File: config.mk
export PLATFORM = sky130hd
export DESIGN_NAME = ed25519_add_modp_fc
export DESIGN_NICKNAME = d
export VERILOG_FILES = /design/src/rtl/wd_sigverify_pkg.sv /design/src/rtl/ed25519_add_modp.sv /design/src/rtl/ed25519_add_modp_fc_fifo.sv /design/src/rtl/ed25519_add_modp_fc.sv
export SDC_FILE = /design/constraint.sdc
export NUM_CORES = 2
export LEC_CHECK = 0
export CORE_ASPECT_RATIO = 1.1
export CORE_MARGIN = 3
export CORE_UTILIZATION = 50
export CTS_CLUSTER_SIZE = 20
export DETAILED_ROUTE_END_ITERATION = 16
export GPL_TIMING_DRIVEN = 0
export PLACE_DENSITY = 0.69
export SYNTH_ARGS = -nofsm -noshare
export SYNTH_HDL_FRONTEND = slang
export SYNTH_HIERARCHICAL = 1
export SYNTH_SLANG_ARGS = --single-unit
File: constraint.sdc
create_clock -name clk -period 39.3 [get_ports clk]
set_clock_uncertainty 0.15 [all_clocks]
set_input_delay 5.895 -clock clk [delete_from_list [all_inputs] [get_ports clk]]
set_output_delay 5.895 -clock clk [all_outputs]
set_load 0.005 [all_outputs]
File: src/rtl/wd_sigverify_pkg.sv
// Shared field constants for the sigverify point-arithmetic blocks.
package wd_sigverify;

    localparam logic [255:0] ED25519_P   = (256'd1 << 255) - 256'd19;
    // Two's complement of p over 256 bits: adding it subtracts p.
    localparam logic [255:0] ED25519_P_N = 256'd0 - ED25519_P;

    localparam int ED25519_ADD_MODP_LAT = 2;

endpackage

File: src/rtl/ed25519_add_modp.sv
// Two-stage modular adder over p = 2^255-19 with metadata carried alongside.
// Stage 1 forms the raw sum, stage 2 conditionally subtracts p.
module ed25519_add_modp
    import wd_sigverify::*;
#(
    parameter int W = 255,
    parameter int M = 128
) (
    input  logic         clk,
    input  logic [W-1:0] in0,
    input  logic [W-1:0] in1,
    input  logic [M-1:0] m_i,
    output logic [W-1:0] out0,
    output logic [M-1:0] m_o
);

    localparam logic [W:0] P_W1 = ED25519_P[W:0];
    localparam logic [W:0] P_N  = ED25519_P_N[W:0];

    logic [W:0]   sum_q;
    logic [M-1:0] m_q;
    logic [W-1:0] sub_p;
    logic         ge_p;

    assign sub_p = W'(sum_q + P_N);
    assign ge_p  = (sum_q >= P_W1);

    // NOTE: non-blocking assignments let every stage sample the previous
    // stage's old value, which is what makes this a pipeline; the datapath
    // carries no reset because validity is tracked outside.
    always_ff @(posedge clk) begin
        sum_q <= {1'b0, in0} + {1'b0, in1};
        m_q   <= m_i;
        out0  <= ge_p ? sub_p : sum_q[W-1:0];
        m_o   <= m_q;
    end

endmodule

File: src/rtl/ed25519_add_modp_fc_fifo.sv
// First-word-fall-through FIFO with registered pointers and an occupancy count.
module ed25519_add_modp_fc_fifo #(
    parameter int DW    = 8,
    parameter int DEPTH = 8
) (
    input  logic                       clk,
    input  logic                       rst,
    input  logic                       wr,
    input  logic [DW-1:0]              wr_data,
    input  logic                       pop,
    output logic [DW-1:0]              rd_data,
    output logic                       empty,
    output logic                       full,
    output logic [$clog2(DEPTH+1)-1:0] count
);

    localparam int AW = (DEPTH > 1) ? $clog2(DEPTH) : 1;
    localparam int CW = $clog2(DEPTH + 1);

    logic [DW-1:0] mem [DEPTH];
    logic [AW-1:0] wr_ptr;
    logic [AW-1:0] rd_ptr;
    logic [CW-1:0] cnt_q;
    logic          pop_ok;

    function automatic logic [AW-1:0] bump(input logic [AW-1:0] p);
        return (p == AW'(DEPTH - 1)) ? '0 : p + AW'(1);
    endfunction

    assign pop_ok  = pop && !empty;
    assign empty   = (cnt_q == '0);
    assign full    = (cnt_q == CW'(DEPTH));
    assign count   = cnt_q;
    assign rd_data = mem[rd_ptr];

    // NOTE: the storage array is deliberately left out of reset; only the
    // pointers and count decide what is visible, so stale words are harmless.
    always_ff @(posedge clk) begin
        if (wr) begin
            mem[wr_ptr] <= wr_data;
        end
    end

    always_ff @(posedge clk) begin
        if (rst) begin
            wr_ptr <= '0;
            rd_ptr <= '0;
            cnt_q  <= '0;
        end else begin
            if (wr) begin
                wr_ptr <= bump(wr_ptr);
            end
            if (pop_ok) begin
                rd_ptr <= bump(rd_ptr);
            end
            if (wr && !pop_ok) begin
                cnt_q <= cnt_q + CW'(1);
            end else if (!wr && pop_ok) begin
                cnt_q <= cnt_q - CW'(1);
            end
        end
    end

    // A write into a full FIFO is only legal when the head leaves in the same cycle.
    always_ff @(posedge clk) begin
        if (!rst) begin
            assert (!(wr && full && !pop_ok));
        end
    end

endmodule

File: src/rtl/ed25519_add_modp_fc.sv
// Flow-controlled shell around ed25519_add_modp: credit-gated issue, a valid
// shift register alongside the adder, and an FWFT result FIFO.
module ed25519_add_modp_fc
    import wd_sigverify::*;
#(
    parameter int W = 255,
    parameter int M = 128,
    parameter int L = ED25519_ADD_MODP_LAT,
    parameter int D = 8
) (
    input  logic                   clk,
    input  logic                   rst,
    input  logic                   i_valid,
    output logic                   i_ready,
    input  logic [W-1:0]           i_a,
    input  logic [W-1:0]           i_b,
    input  logic [M-1:0]           i_m,
    output logic                   o_valid,
    input  logic                   o_ready,
    output logic [W-1:0]           o_sum,
    output logic [M-1:0]           o_m,
    output logic [$clog2(D+1)-1:0] o_level
);

    localparam int           LW  = $clog2(D + 1);
    localparam logic [W-1:0] P_W = ED25519_P[W-1:0];

    if (D < L + 2) begin : g_depth_check
        $error("ed25519_add_modp_fc: D must be at least L+2");
    end

    logic           rst_q;
    logic [LW-1:0]  used_q;
    logic [LW-1:0]  used_next;
    logic           accept;
    logic           pop;
    logic [L-1:0]   vld_sr;
    logic [W-1:0]   add_a;
    logic [W-1:0]   add_b;
    logic [M-1:0]   add_m_i;
    logic [W-1:0]   add_sum;
    logic [M-1:0]   add_m_o;
    logic           fifo_empty;
    logic           fifo_full;
    logic [LW-1:0]  fifo_count;
    logic [W+M-1:0] fifo_rd;

    // i_ready looks only at registered state, so o_ready never reaches it combinationally.
    assign i_ready = (used_q < LW'(D)) && !rst_q;
    assign accept  = i_valid && i_ready;
    assign pop     = o_valid && o_ready;
    assign o_valid = !fifo_empty;
    assign o_level = used_q;
    assign {o_sum, o_m} = fifo_rd;

    assign add_a   = accept ? i_a : '0;
    assign add_b   = accept ? i_b : '0;
    assign add_m_i = accept ? i_m : '0;

    // NOTE: the default assignment first keeps this purely combinational;
    // any path leaving used_next unassigned would infer a latch.
    always_comb begin
        used_next = used_q;
        if (accept && !pop) begin
            used_next = used_q + LW'(1);
        end else if (!accept && pop) begin
            used_next = used_q - LW'(1);
        end
    end

    always_ff @(posedge clk) begin
        rst_q <= rst;
        if (rst) begin
            used_q <= '0;
            vld_sr <= '0;
        end else begin
            used_q <= used_next;
            vld_sr <= (vld_sr << 1) | L'(accept);
        end
    end

    ed25519_add_modp #(
        .W (W),
        .M (M)
    ) u_add (
        .clk  (clk),
        .in0  (add_a),
        .in1  (add_b),
        .m_i  (add_m_i),
        .out0 (add_sum),
        .m_o  (add_m_o)
    );

    ed25519_add_modp_fc_fifo #(
        .DW    (W + M),
        .DEPTH (D)
    ) u_fifo (
        .clk     (clk),
        .rst     (rst),
        .wr      (vld_sr[L-1]),
        .wr_data ({add_sum, add_m_o}),
        .pop     (pop),
        .rd_data (fifo_rd),
        .empty   (fifo_empty),
        .full    (fifo_full),
        .count   (fifo_count)
    );

    // Operands at or above p are out of contract; queued results never exceed credits.
    always_ff @(posedge clk) begin
        if (!rst && accept) begin
            assert (i_a < P_W && i_b < P_W);
        end
        if (!rst) begin
            assert (fifo_count <= used_q);
            assert (!(fifo_full && fifo_count != LW'(D)));
        end
    end

endmodule
==> Word-level counts from Yosys, hierarchy flattened <==
Memory sizes are Yosys's and may differ from the RTL's. A register that Yosys moved wholly into a read port is not among the register bits.
Index checks and enable logic that the tools add are counted.
{ "op_classes": {"addsub": 8, "n_lt_le_gt_ge": 2, "eq_ne": 2, "n_mux": 13, "bitwise": 1, "n_reduce_logical": 17} }
{ "op_table": {"columns": ["op", "count"], "rows": [
  ["$mux W255", 3],
  ["$add A255 B255 Y256", 1],
  ["$ge A256 B255 Y1 const B", 1],
  ["$add A255 B5 Y255 const B", 1],
  ["$mux W4", 4],
  ["$mux W3", 4],
  ["$add A4 B1 Y4 const B", 2],
  ["$logic_and A1 B1 Y1", 8],
  ["$sub A4 B1 Y4 const B", 2],
  ["$add A3 B1 Y3 const B", 2],
  ["$eq A3 B3 Y1 const B", 2],
  ["$logic_not A1 Y1", 6],
  ["$logic_not A4 Y1", 1],
  ["$lt A4 B4 Y1 const B", 1],
  ["$reduce_bool A2 Y1", 2],
  ["$mux W1", 2],
  ["$or A2 B1 Y2", 1]
]} }
{ "totals": {"regBits": 784, "ram_bits": 3064, "word_cells": 54, "mem_count": 1} }
{ "memory_table": {"columns": ["memory", "depth", "width", "rd", "rd_ports_with_merged_regs", "write_ports", "line", "text"], "rows": [
  ["u_fifo.mem", 8, 383, 1, 1, 1, "ed25519_add_modp_fc_fifo.sv:20", "logic [DW-1:0] mem [DEPTH];"]
]} }

==> Logic depth before layout (Yosys ltp) <==
{ "depth": {"depth_word": 7, "ltp_mapped": 19, "mapped_depth_nobuf": 17} }

==> By module <==
Netlist, hierarchy kept.
{ "modules_own_cells": {"columns": ["module", "n_inst", "cells_each", "area_each_um2", "seq_area_each_um2"], "rows": [
  ["ed25519_add_modp_fc_fifo", 1, 4498, 115658.4, 92268.5],
  ["ed25519_add_modp", 1, 4787, 39977.1, 15354.7],
  ["ed25519_add_modp_fc", 1, 815, 4971.0, 140.1]
]} }

==> Worst setup path after synthesis <==
No wires, ideal clock.
{ "synth_timing": {"path_kind": "reg-to-reg", "start": "reg vld_sr[1]", "end": "mem u_fifo/mem[0][0] (netlist bit), enable pin", "setup_ns": 1.598, "arrival_ns": 26.298, "required_time_ns": 37.552, "setup_slack_ns": 11.253, "stages_incl_launch_ff": 3, "path_cell_list": "dfxtp_1 nand2b_1 nor3_1"} }
{ "synth_between": {"elab_chain_cells": 2} }
{ "synth_lines": {"columns": ["item", "line", "text"], "rows": [
  ["from (decl)", "ed25519_add_modp_fc.sv:37", "logic [L-1:0] vld_sr;"],
  ["from (signal assigned)", "ed25519_add_modp_fc.sv:78", "vld_sr <= (vld_sr << 1) | L'(accept);"],
  ["$mux W1", "ed25519_add_modp_fc_fifo.sv:39", "if (wr) begin"],
  ["$mux W1 (implied by the code)", "ed25519_add_modp_fc_fifo.sv:40", "mem[wr_ptr] <= wr_data;"],
  ["to (decl)", "ed25519_add_modp_fc_fifo.sv:20", null]
]} }
No other way between the ends.

==> Final worst setup path <==
{ "layout_timing": {"start": "in i_valid", "end": "reg u_add.sum_q[183]"} }
{ "layout_between": {"elab_chain_cells": 3, "elab_cells_between_ends": 4} }
{ "layout_lines": {"columns": ["item", "line", "text"], "rows": [
  ["from (decl)", "ed25519_add_modp_fc.sv:13", "input logic i_valid,"],
  ["$logic_and A1 B1 Y1", "ed25519_add_modp_fc.sv:50", "assign accept = i_valid && i_ready;"],
  ["$mux W255", "ed25519_add_modp_fc.sv:57", "assign add_b = accept ? i_b : '0;"],
  ["net add_b[4]", "ed25519_add_modp_fc.sv:39", "logic [W-1:0] add_b;"],
  ["$add A255 B255 Y256", "ed25519_add_modp.sv:32", "sum_q <= {1'b0, in0} + {1'b0, in1};"],
  ["to (signal assigned)", "ed25519_add_modp.sv:32", null],
  ["to (decl)", "ed25519_add_modp.sv:20", "logic [W:0] sum_q;"]
]} }
The timed path passes the listed nets, and every way through them passes these cells.
A chain may end at the register's enable or synchronous reset.

==> summary.md <==
| Metric | Value |
|---|---|
| WP buf/inv | 5 |
| Die area | 328000 um2 |
| Vias/cell | 6.13 |
| 1st-iter DRT viols | 11900 |
| Fin crit period | 14.10 ns |
| Hold buffers post-CTS | 0 |
| GRT Overall Usage | 0.323 |
| WL per Instance | 32.9 um |
| Die H | 600 um |
| Capture point of the worst path | u_add/sum_q[183]$_DFF_P_ |
| Post-layout total power | 9.46 mW |
| Slew Viols, Final | 10 |
| Peak supply drop | 0.0502 mV |
| First-pass GRT wire length | 757000 um |
| Antenna violations before repair | 123 |
| CORE AREA | 319000 um2 |
| Layout cell share with drive strength beyond 1 | 0.184 |
| Drc violations | 0 |
| DR pass1 iterations | 6 |
| GR peak layer | met2 |
| WHS Path Cells | 0 |
| Worst slew margin | -0.0789 |
| Yosys warning total | 6 |
| Setup violation total in the final timing report | 0 |
| Worst path required time | 39.89 ns |
| Hold Path Class | register to register |
| Worst setup EP type | register |
| Max Root-Sink Buffers | 4 |
| Crit Path Max Fanout | 13 |
| Area delta synth->final | 20.3% |
| FP Rows | 217 |
| Num ports | 1031 |
| Number of global-route vias before repair | 99600 |
| Pwr per Cell Area | 48.9 nW/um2 |
| Root Buffer Master | clkbuf_16 |
| Critical Path Start | i_valid |
| Worst r2r path cells | 20 |
| Max Clk Rate | 0.0709 GHz |
| Post-route design area | 193000 um2 |
| Setup Buffers After CTS | 0 |
| Most common cell after layout, fill and taps aside | edfxtp_1 |
| Mapped Area | 161000 um2 |
| Die X | 546 um |
| Initial core utilization | 0.504 |
| Reg2Reg Capture Point | u_add/sum_q[183]$_DFF_P_ |
| Synthesized area per cell | 15.9 um2 |
| Layout fillers | 23700 |
| RD Place Congestion | 1.02 |
| Gate Count Post-Synth | 10100 |
| DR vias | 101000 |
| Max_cap viols | 3 |
| Inserted Clock Buffers | 376 |
| Buffers on Ports | 1029 |
| Post-detail-place hpwl | 411000 um |
| HP Start | u_add/m_q[104]$_DFF_P_ |
| Crit path max-delay family | compound AO/OA/AOI/OAI gates |
| Max incr delay on CP | 1.41 ns |
| Routed Antenna Nets | 0 |
| Largest net degree at the start of global routing | 26 |
| Met2 GRT Util | 0.498 |
| Reg clk slew, reported paths | 0.07 ns |
| CTS tree | done |
| Violated checks | capacitance limit, slew limit |
| Most frequent cells in the layout | edfxtp_1, clkdlybuf4s50_1, dfxtp_1 |
| H-tree levels | 5 |
| Status | finished, violations left |
| Met3 Use GR | 0.0704 |
| CTS resizes | 0 |
| RSZ-0062 raised after global routing | no |
| Fin. Hold Viols | 0 |
| GR Util met1 | 0.438 |
| Worst-skew pair later-pin latency | 0.96 ns |
| Cell Area, Placed | 180000 um2 |
| Sink Count | 3851 |
| Max stage delay cell, worst path | o41ai_1 |
| R2R Path Start | o_level[3]$_SDFFE_PP0P_ |
| CP Class | input port to register |
| Arr. time, crit path | 14.68 ns |
| WHS | 0.144 ns |
| Cell Chain, Critical Path | buf_2 > buf_2 > clkbuf_1 > and3_1 > ha_1 > a21oi_1 > nand2_1 > o21ai_0 > a21o_1 > a2111oi_0 > o41ai_1 > a21boi_1 > buf_4 > a31oi_1 > o21ai_1 > buf_4 > a21oi_1 > o21ai_0 > a31oi_1 > xnor2_1 |
| Critical path depth in cells | 20 |
| Internal reg-to-reg setup slack | 30.33 ns |
| Worst Tran Pin Value | 1.61 ns |
| Syn nets | 11000 |
| Fin crit share | 0.359 |
| Setup TNS Final | 0 ns |
| Crit path launch type | input port |
| Gr ovfl total | 0 |
| Nets | 12700 |
| Post-Route WL | 540000 um |
| Leak | 66.7 nW |
-- state kept, by name, summed over array words and instances (netlist names), named ones only --
signal         count
u_add/m_q        128
o_level            4
u_add/out0       255
u_fifo/rd_ptr      3
u_fifo/count       4
vld_sr             2
u_fifo/mem      3064
u_fifo/wr_ptr      3
rst_q              1
u_add/m_o        128
u_add/sum_q      256
-- worst min path at each step --
stage / to / slack [ns]
floorplan: u_add/m_o[0]$_DFF_P_ / 0.16
global route: u_add/m_o[104]$_DFF_P_ / 0.15
global placement: u_add/m_o[94]$_DFF_P_ / 0.16
detailed placement: u_add/m_o[102]$_DFF_P_ / 0.16
finish: u_add/m_o[104]$_DFF_P_ / 0.14
CTS: u_add/m_o[104]$_DFF_P_ / 0.14
-- power breakdown --
part	switching [mW]	leakage [nW]	internal (mW)
combinational	0.498	25.8	0.415
clock	1.57	6.29	2.13
sequential	0.198	34.6	4.65
total	2.27	66.7	7.19
-- metal layers --
metal / share of wire / vias to the layer above
met3: 0.092 / 919
met2: 0.46 / 5176
met4: 0.056 / 22
met5: 0.00029 / -
li1: - / 43000
met1: 0.39 / 51500
-- cell type report --
cell class,instances,area [um2],area share
antenna,71,178,0.000919
buffer,502,2630,0.0136
clock buffer,512,10500,0.0544
clock inverter,197,2360,0.0122
inverter,149,559,0.00289
multi-input combinational,5597,49800,0.258
sequential,3851,108000,0.558
tap,4270,5340,0.0276
timing repair buffer,1261,14100,0.0731
-- stage by stage --
step           cells   util  setup WS (ns)
6_report       16400  0.606          25.20
5_1_grt        16400  0.606          25.43
4_1_cts        16300  0.606          24.91
3_5_place_dp   15600  0.565          23.92
3_3_place_gp   15400  0.553         -17.69
2_1_floorplan  10100      -          11.25
-- worst register-to-register path, stage by stage (launching register included) --
cell	delay, ns
dfxtp_1	0.35
nor2_4	0.61
buf_4	0.53
clkbuf_2	0.45
and3_1	0.22
ha_1	0.27
a21oi_1	0.24
nand2_1	0.13
o21ai_0	0.81
a21o_1	0.28
a2111oi_0	0.24
o41ai_1	1.41
a21boi_1	0.17
buf_4	0.27
a31oi_1	0.55
o21ai_1	0.36
buf_4	0.28
a21oi_1	0.39
o21ai_0	0.26
a31oi_1	0.56
xnor2_1	0.24
No activity file was read; power rests on OpenSTA's default activity.
